`config.mk`:
```
export PLATFORM = sky130hd
export DESIGN_NAME = id_ex_stage
export DESIGN_NICKNAME = d
export VERILOG_FILES = /design/src/rtl/id_ex_stage.sv
export SDC_FILE = /design/constraint.sdc
export NUM_CORES = 1
export LEC_CHECK = 0
export CAP_MARGIN = 20
export CORE_MARGIN = 1.5
export CORE_UTILIZATION = 35
export DETAILED_ROUTE_END_ITERATION = 8
export HOLD_SLACK_MARGIN = 0.1
export PLACE_DENSITY = 0.77
export SLEW_MARGIN = 0
export SYNTH_ARGS = -nofsm -noshare
export SYNTH_HDL_FRONTEND = slang
export SYNTH_SLANG_ARGS = --single-unit
```
`constraint.sdc`:
```
create_clock -name clk -period 13 [get_ports clk]
set_input_delay 1.95 -clock clk [delete_from_list [all_inputs] [get_ports clk]]
set_output_delay 1.95 -clock clk [all_outputs]
set_load 0.1 [all_outputs]
```
`src/rtl/id_ex_stage.sv`:
```
// ID/EX pipeline register with load-use hazard detection and bubble insertion.
// Holds decode-stage control and data for one cycle; a dependent instruction behind a load is held for exactly one bubble.
module id_ex_stage #(
    parameter int DATA_W = 32,
    parameter int REG_W  = 5
) (
    input  logic              clk,
    input  logic              reset,

    input  logic              id_reg_dst,
    input  logic              id_branch,
    input  logic              id_mem_read,
    input  logic              id_mem_to_reg,
    input  logic              id_mem_write,
    input  logic              id_alu_src,
    input  logic              id_reg_write,
    input  logic [1:0]        id_alu_op,
    input  logic              id_valid,
    input  logic [DATA_W-1:0] id_rd1,
    input  logic [DATA_W-1:0] id_rd2,
    input  logic [DATA_W-1:0] id_imm,
    input  logic [5:0]        id_funct,
    input  logic [REG_W-1:0]  id_rs,
    input  logic [REG_W-1:0]  id_rt,
    input  logic [REG_W-1:0]  id_rd,

    input  logic              flush,

    output logic              ex_reg_dst,
    output logic              ex_branch,
    output logic              ex_mem_read,
    output logic              ex_mem_to_reg,
    output logic              ex_mem_write,
    output logic              ex_alu_src,
    output logic              ex_reg_write,
    output logic [1:0]        ex_alu_op,
    output logic              ex_valid,
    output logic [DATA_W-1:0] ex_rd1,
    output logic [DATA_W-1:0] ex_rd2,
    output logic [DATA_W-1:0] ex_imm,
    output logic [5:0]        ex_funct,
    output logic [REG_W-1:0]  ex_rs,
    output logic [REG_W-1:0]  ex_rt,
    output logic [REG_W-1:0]  ex_rd,

    output logic              stall_out,
    output logic [15:0]       stall_count
);

    // state  | meaning
    // RUN    | normal advance, hazard detection active
    // BUBBLE | a load-use bubble was just inserted; EX holds no load, so no re-stall
    typedef enum logic {
        S_RUN    = 1'b0,
        S_BUBBLE = 1'b1
    } state_t;

    state_t r_state;
    state_t w_state_nxt;

    logic              r_reg_dst;
    logic              r_branch;
    logic              r_mem_read;
    logic              r_mem_to_reg;
    logic              r_mem_write;
    logic              r_alu_src;
    logic              r_reg_write;
    logic [1:0]        r_alu_op;
    logic              r_valid;
    logic [DATA_W-1:0] r_rd1;
    logic [DATA_W-1:0] r_rd2;
    logic [DATA_W-1:0] r_imm;
    logic [5:0]        r_funct;
    logic [REG_W-1:0]  r_rs;
    logic [REG_W-1:0]  r_rt;
    logic [REG_W-1:0]  r_rd;
    logic [15:0]       r_stall_count;

    logic              w_load_use;
    logic              w_stall;
    logic              w_bubble;
    logic [15:0]       w_stall_count_nxt;

    assign w_load_use = r_valid & r_mem_read & (r_rt != '0) & id_valid &
                        ((r_rt == id_rs) | (r_rt == id_rt));

    always_ff @(posedge clk or posedge reset) begin
        if (reset) begin
            r_state <= S_RUN;
        end else begin
            r_state <= w_state_nxt;
        end
    end

    always_comb begin
        w_state_nxt = r_state;
        case (r_state)
            S_RUN:    if (w_load_use && !flush) w_state_nxt = S_BUBBLE;
            S_BUBBLE: w_state_nxt = S_RUN;
            default:  w_state_nxt = S_RUN;
        endcase
    end

    // Flush outranks the hazard: it bubbles without stalling the front end.
    always_comb begin
        w_stall  = 1'b0;
        w_bubble = 1'b0;
        if (flush) begin
            w_bubble = 1'b1;
        end else if (w_load_use) begin
            w_stall  = 1'b1;
            w_bubble = 1'b1;
        end
    end

    always_ff @(posedge clk or posedge reset) begin
        if (reset) begin
            r_reg_dst    <= 1'b0;
            r_branch     <= 1'b0;
            r_mem_read   <= 1'b0;
            r_mem_to_reg <= 1'b0;
            r_mem_write  <= 1'b0;
            r_alu_src    <= 1'b0;
            r_reg_write  <= 1'b0;
            r_alu_op     <= 2'b00;
            r_valid      <= 1'b0;
        end else if (w_bubble) begin
            r_reg_dst    <= 1'b0;
            r_branch     <= 1'b0;
            r_mem_read   <= 1'b0;
            r_mem_to_reg <= 1'b0;
            r_mem_write  <= 1'b0;
            r_alu_src    <= 1'b0;
            r_reg_write  <= 1'b0;
            r_alu_op     <= 2'b00;
            r_valid      <= 1'b0;
        end else begin
            r_reg_dst    <= id_reg_dst;
            r_branch     <= id_branch;
            r_mem_read   <= id_mem_read;
            r_mem_to_reg <= id_mem_to_reg;
            r_mem_write  <= id_mem_write;
            r_alu_src    <= id_alu_src;
            r_reg_write  <= id_reg_write;
            r_alu_op     <= id_alu_op;
            r_valid      <= id_valid;
        end
    end

    // Operand and register-number fields keep their old values across a bubble.
    always_ff @(posedge clk or posedge reset) begin
        if (reset) begin
            r_rd1   <= '0;
            r_rd2   <= '0;
            r_imm   <= '0;
            r_funct <= '0;
            r_rs    <= '0;
            r_rt    <= '0;
            r_rd    <= '0;
        end else if (!w_bubble) begin
            r_rd1   <= id_rd1;
            r_rd2   <= id_rd2;
            r_imm   <= id_imm;
            r_funct <= id_funct;
            r_rs    <= id_rs;
            r_rt    <= id_rt;
            r_rd    <= id_rd;
        end
    end

    assign w_stall_count_nxt = (w_stall && (r_stall_count != 16'hFFFF)) ?
                               r_stall_count + 16'd1 : r_stall_count;

    always_ff @(posedge clk or posedge reset) begin
        if (reset) begin
            r_stall_count <= 16'd0;
        end else begin
            r_stall_count <= w_stall_count_nxt;
        end
    end

    assign ex_reg_dst    = r_reg_dst;
    assign ex_branch     = r_branch;
    assign ex_mem_read   = r_mem_read;
    assign ex_mem_to_reg = r_mem_to_reg;
    assign ex_mem_write  = r_mem_write;
    assign ex_alu_src    = r_alu_src;
    assign ex_reg_write  = r_reg_write;
    assign ex_alu_op     = r_alu_op;
    assign ex_valid      = r_valid;
    assign ex_rd1        = r_rd1;
    assign ex_rd2        = r_rd2;
    assign ex_imm        = r_imm;
    assign ex_funct      = r_funct;
    assign ex_rs         = r_rs;
    assign ex_rt         = r_rt;
    assign ex_rd         = r_rd;
    assign stall_out     = w_stall;
    assign stall_count   = r_stall_count;

endmodule
```
==> run_results.csv, run 1 <==
group,metric,value,unit
pwr,p_seq_frac,0.345,
layout,multi_input_area,2160,sq um
global_routing,antenna_found_initial,0,
synthesis,synth.net_count,521,
cts,cts_tree,"built",
global_routing,grt_max_degree,73,
placed_design,dp_hpwl,11100,um
cts,clk_latency,0.41,ns
floorplanning,dieArea,17600,sq um
synthesis,yosysSeqAreaShare,0.610,
global_routing,first_global_vias,4441,
synthesis,ys_warn_count,0,
pwr,power.leakage,3.92,nW
layout,area_growth,59.4,%
cts,clockBufferDepth,2,
global_routing,gr-usage-all-layers,0.174,
routing,drtIter0Drc,161,
worst_setup_path,worstPathRequired,11.05,ns
routing,routed_wl,15200,um
sta,slew_headroom,0.290,
sta,period_minus_slack,6.54,ns
sta,fmax,153,MHz
flow_run,maxCapViolations,0,
layout,final_common_cell,"clkdlybuf4s50_1",
routing,drc,0,
hold_path,hold_path.class,"reg2reg",
cts,clock-root-buffer,"clkbuf_16",
routing,viasPerCell,4.66,
floorplanning,rows,47,
sta,setup_viol,0,
routing,routedWlPerCell,16.9,um
pwr,combPwrFrac,0.334,
worst_setup_path,cp_data_arrival_time,4.59,ns
cts,post_cts_resized,0,
sta,finClkSkew,0.00832,ns
cts,cts.htree.levels,4,
synthesis,syn_avg_cell_area,15.1,sq um
sta,finalHoldViolations,0,
layout,layout.nets,800,
run_status,status,"finished, final reports clean",
floorplanning,dieHeight,133,um
layout,drive_above_1_share,0.242,
cts,clock_sinks,143,
synthesis,ys_seq_elements,143,
pwr,p_int,0.892,mW
global_routing,grt-ovfl-total,0,
pwr,switching_power,0.582,mW
routing,via_count,4206,
sta,tightestPinTransition,1.07,ns
layout,filler_cell_count,1333,
pwr,vdd_ir_drop_max,83.8,uV
sta,drv_slew,0,
floorplanning,io_pins,274,
placed_design,routabilityCongestion,0.950,
pwr,swShare,0.395,
worst_setup_path,path_class,"in2out",
pwr,total_power,1.47,mW
hold_path,min_path_cells,1,
pwr,powerDensity,157,nW/um^2
worst_setup_path,r2r_cells,6,
floorplanning,start_util,0.357,
synthesis,synthesis.area,5870,sq um
layout,diodes,0,
cts,post_cts_buffers,0,
sta,finalSetupTns,0,ns
routing,dr.pass1.iters,7,
synthesis,syn_inst,390,
layout,ff_latch_area,3580,sq um
sta,min_period_over_period,0.503,
synthesis,yosys.cell_types.count,35,
layout,final_cell_mix,"clkdlybuf4s50_1, dfrtp_1, mux2_2",
cts,holdBufCountCts,0,
global_routing,grt_pass1_wl,24100,um
cts,cts-buffers-inserted,17,
worst_setup_path,end_kind,"output pin",
pwr,p_clk_frac,0.321,
cts,cts.clk_slew.worst_paths,0.06,ns
routing,ant_nets,0,
sta,fin_ws,6.46,ns
placed_design,dpl_worst_slack,6.59,ns
floorplanning,core_area,16500,sq um
placed_design,io_buffers,273,
worst_setup_path,critPathMaxFanout,6,
worst_setup_path,start_kind,"primary input",
sta,rsz0062_at_grt,"false",
floorplanning,die_w,133,um
-- routing by layer --
layer / track usage / up-vias / part of all wire
met5: 0 / - / 0
met4: 0.0598 / 0 / 0.014
met1: 0.209 / 2048 / 0.40
met3: 0.0498 / 19 / 0.072
li1: - / 1939 / -
met2: 0.301 / 200 / 0.51
-- stage by stage --
stage / cell area [sq um] / utilization / cells / hold WS [ns]
5_1_grt: 9360 / 0.568 / 902 / 0.520
3_5_place_dp: 8780 / 0.533 / 870 / 0.495
4_1_cts: 9360 / 0.568 / 902 / 0.509
2_1_floorplan: 5870 / - / 390 / 1.04
3_3_place_gp: 8780 / 0.533 / 870 / 0.488
6_report: 9360 / 0.568 / 902 / 0.504
-- Yosys cell counts --
master / instances / area [sq um]
nand4_4: 1 / 21.3
inv_1: 4 / 15.0
nor4_2: 1 / 12.5
ha_1: 1 / 12.5
a2111oi_1: 4 / 40.0
or3_4: 1 / 11.3
or4b_2: 2 / 20.0
nor2_2: 3 / 18.8
nand3_1: 6 / 30.0
nor2_1: 12 / 45.0
dfrtp_1: 143 / 3580
nand2_1: 18 / 67.6
buf_6: 4 / 45.0
nand2b_1: 1 / 6.26
a32oi_1: 1 / 8.76
a211oi_1: 4 / 30.0
nor3_1: 1 / 5.00
nor4_4: 1 / 21.3
clkbuf_1: 2 / 7.51
nand3_2: 1 / 10.0
a211oi_2: 1 / 12.5
nor2_4: 1 / 11.3
nand4b_1: 1 / 8.76
a2111oi_0: 3 / 26.3
and3b_1: 1 / 8.76
nor3_4: 1 / 16.3
mux2_2: 101 / 1140
nand4_1: 5 / 31.3
xor2_1: 21 / 184
a21oi_1: 4 / 20.0
mux2_4: 15 / 225
buf_4: 9 / 67.6
and2_1: 10 / 62.6
a22o_1: 5 / 43.8
xnor2_1: 1 / 8.76
-- layout make-up --
class	instances	area share
sequential	143	0.382
inverter	4	0.00214
multi-input combinational	228	0.231
clock buffer	17	0.0455
clock inverter	15	0.0162
timing repair buffer	275	0.294
tap	220	0.0294
-- worst max-delay path, stage by stage --
cell,delay (ns)
clkdlybuf4s50_1,0.48
nand3_1,0.17
nor2_2,0.23
nand3_1,0.20
a211oi_1,0.36
clkdlybuf4s50_1,1.20
-- kinds of logic (layout without fill, tap and decap cells) --
logic type / Yosys count / after routing / share of synthesized area
flops: 143 / 143 / 0.610
mux: 116 / 116 / 0.232
simple gates: 67 / 67 / 0.0695
compound gates: 22 / 22 / 0.0309
xor+xnor: 22 / 22 / 0.0328
buf+inv: 19 / 311 / 0.0230
fa+ha+maj: 1 / 1 / 0.00213
-- final timing paths --
path	start	end	slack, ns
setup / recovery	id_valid	stall_out	6.46
setup reg to reg	ex_rt[0]	ex_rd2[21]	9.74
hold reg to reg	ex_rd1[20]	ex_rd1[20]	0.50
max in group asynchronous	reset	stall_count[7]	9.61
hold / removal	ex_rd1[20]	ex_rd1[20]	0.50
min in group asynchronous	reset	ex_rd2[15]	2.02
-- power by group through the flow --
stage | logic [mW] | clock network (mW) | registers [mW]
after floorplan | 0.0673 | 0 | 0.802
after global routing | 0.506 | 0.508 | 0.513
after global placement | 0.491 | 0 | 0.514
final | 0.493 | 0.473 | 0.508
after detailed placement | 0.495 | 0 | 0.516
after CTS | 0.496 | 0.488 | 0.508
Note: power is estimated with default switching activity, not from simulation.
==> inputs of run 2 (changes only) <==
Settings changed: PLACE_DENSITY 0.77 to 0.8.
Clock period 13 ns to 5.25 ns, I/O delays scaled along.
==> run 2 against run 1 <==
  * Non-clock buffer count grew 2
  * First-iteration DRC count is 32% lower
  * Sequential share of layout area shrank 0.28 points
  * Setup slack worse by 4.6 ns
  * Critical path depth unchanged
  * Hold slack worse by 0.00089 ns
  * Core utilization is 0.43 points higher
  * Largest cell class unchanged
  * Highest routed layer unchanged
==> run_results.csv, run 2 (synthesized netlist as in run 1, its figures left out) <==
group,metric,value,unit
run_status,status,"finished, final reports clean",
cts,cts_tree,"built",
hold_path,hold_path.class,"reg2reg",
cts,clock-root-buffer,"clkbuf_16",
global_routing,grt_util_met1,0.211,
worst_setup_path,path_class,"in2out",
global_routing,gr-max-usage-layer,"met2",
sta,period_minus_slack,3.34,ns
placed_design,routabilityCongestion,0.835,
layout,diodes,0,
global_routing,grt_max_degree,115,
cts,cts-buffers-inserted,17,
sta,setup_viol,0,
pwr,power.leakage,3.96,nW
layout,drive_above_1_share,0.243,
worst_setup_path,cpPeakStageDelay,0.48,ns
global_routing,grt_use_met3,0.0490,
placed_design,placed_cells,871,
worst_setup_path,worstPathRequired,4.46,ns
global_routing,grt_pass1_wl,24000,um
cts,holdBufCountCts,0,
worst_setup_path,cp_data_arrival_time,2.55,ns
pwr,powerDensity,393,nW/um^2
global_routing,grt-ovfl-total,0,
routing,via_count,4241,
routing,dr.pass1.iters,4,
global_routing,grt.met2_usage,0.293,
cts,clock_sinks,143,
placed_design,io_buffers,273,
global_routing,first_global_vias,4509,
pwr,swShare,0.378,
worst_setup_path,crit_buf_inv,2,
worst_setup_path,path_cells,"clkdlybuf4s50_1 > xor2_1 > nor2_1 > nand3_1 > a211oi_1 > buf_4",
floorplanning,die_w,133,um
floorplanning,core_area,16500,sq um
layout,final_cells,903,
pwr,switching_power,1.40,mW
cts,cts.htree.levels,4,
cts,post_cts_resized,0,
worst_setup_path,rrSetupSlack,2.73,ns
hold_path,holdPathEnd,"ex_rs[0]",
worst_setup_path,end_kind,"output pin",
pwr,vdd_ir_drop_max,195,uV
hold_path,min_path_cells,1,
worst_setup_path,r2r-start,"ex_rt[4]",
pwr,p_clk_frac,0.330,
worst_setup_path,start_kind,"primary input",
routing,routedWlPerCell,16.7,um
floorplanning,start_util,0.357,
sta,finClkSkew,0.00966,ns
layout,layout.nets,802,
routing,drc,0,
cts,clockBufferDepth,2,
cts,cts.clk_slew.worst_paths,0.06,ns
layout,area_growth,60.6,%
sta,rsz0062_at_grt,"false",
sta,whs,0.503,ns
cts,clk_latency,0.41,ns
sta,slew_headroom,0.310,
pwr,combPwrFrac,0.330,
placed_design,dpl-instance-area,8800,sq um
flow_run,maxCapViolations,0,
hold_path,hp-start,"ex_rs[0]",
pwr,p_int,2.30,mW
layout,final_common_cell,"clkdlybuf4s50_1",
cts,post_cts_buffers,0,
sta,finalHoldViolations,0,
worst_setup_path,r2r_end,"ex_rd2[16]",
floorplanning,io_pins,274,
routing,routed_wl,15000,um
layout,final_cell_mix,"clkdlybuf4s50_1, dfrtp_1, mux2_2",
layout,final_util,0.573,
layout,design_area,9430,sq um
sta,min_period_over_period,0.636,
sta,tightestPinTransition,1.03,ns
placed_design,dp_hpwl,11200,um
worst_setup_path,r2r_cells,6,
floorplanning,rows,47,
routing,viasPerCell,4.70,
pwr,p_seq_frac,0.340,
sta,finalSetupTns,0,ns
floorplanning,dieArea,17600,sq um
floorplanning,dieHeight,133,um
worst_setup_path,critPathMaxFanout,6,
sta,fmax,299,MHz
sta,drv_slew,0,
worst_setup_path,slowest_stage,"clkdlybuf4s50_1",
worst_setup_path,critPathTopFamily,"buffers and inverters",
global_routing,gr-usage-all-layers,0.174,
global_routing,antenna_found_initial,0,
routing,ant_nets,0,
routing,drtIter0Drc,110,
[run 2: power groups by stage]
| stage | clock, mW | sequential, mW | combinational (mW) |
|---|---|---|---|
| global route | 1.30 | 1.27 | 1.26 |
| global placement | 0 | 1.27 | 1.22 |
| floorplan | 0 | 1.99 | 0.167 |
| CTS | 1.26 | 1.26 | 1.23 |
| finish | 1.22 | 1.26 | 1.22 |
| detailed placement | 0 | 1.28 | 1.23 |
[run 2: metal layers]
layer  part of all wire  routed length, um
met5                  0                  0
met4              0.023                345
met3              0.068               1020
met2               0.50               7460
met1               0.41               6220
[run 2: final cells by class]
cell class,instances,area (sq um)
sequential,143,3580
clock buffer,19,443
fill,1276,7040
clock inverter,12,159
multi-input combinational,228,2160
timing repair buffer,277,2790
inverter,4,20.0
tap,220,275
[run 2: worst max-delay path by stage]
stage                     startpoint           end  slack [ns]  depth (start not counted)
final                       id_rt[2]     stall_out        1.91                          6
after global routing        id_valid     stall_out        1.83                          6
after CTS                   id_rs[0]     stall_out        1.90                          6
after detailed placement    id_rt[2]    ex_rd2[16]        1.91                          7
after global placement      id_rs[0]     stall_out        1.92                          6
after floorplan                reset  ex_alu_op[0]        0.62                          1
[run 2: worst register-to-register path, stage by stage, from the launching register on]
cell     delay, ns
dfrtp_1       0.48
xor2_1        0.28
nor2_1        0.09
nand4_1       0.14
and3b_4       0.45
buf_4         0.54
mux2_2        0.43
[run 2: per-stage QoR]
step | total power [mW] | setup WS (ns)
final | 3.70 | 1.91
after global routing | 3.82 | 1.83
after CTS | 3.74 | 1.90
after detailed placement | 2.50 | 1.91
after global placement | 2.49 | 1.92
after floorplan | 2.15 | 0.616
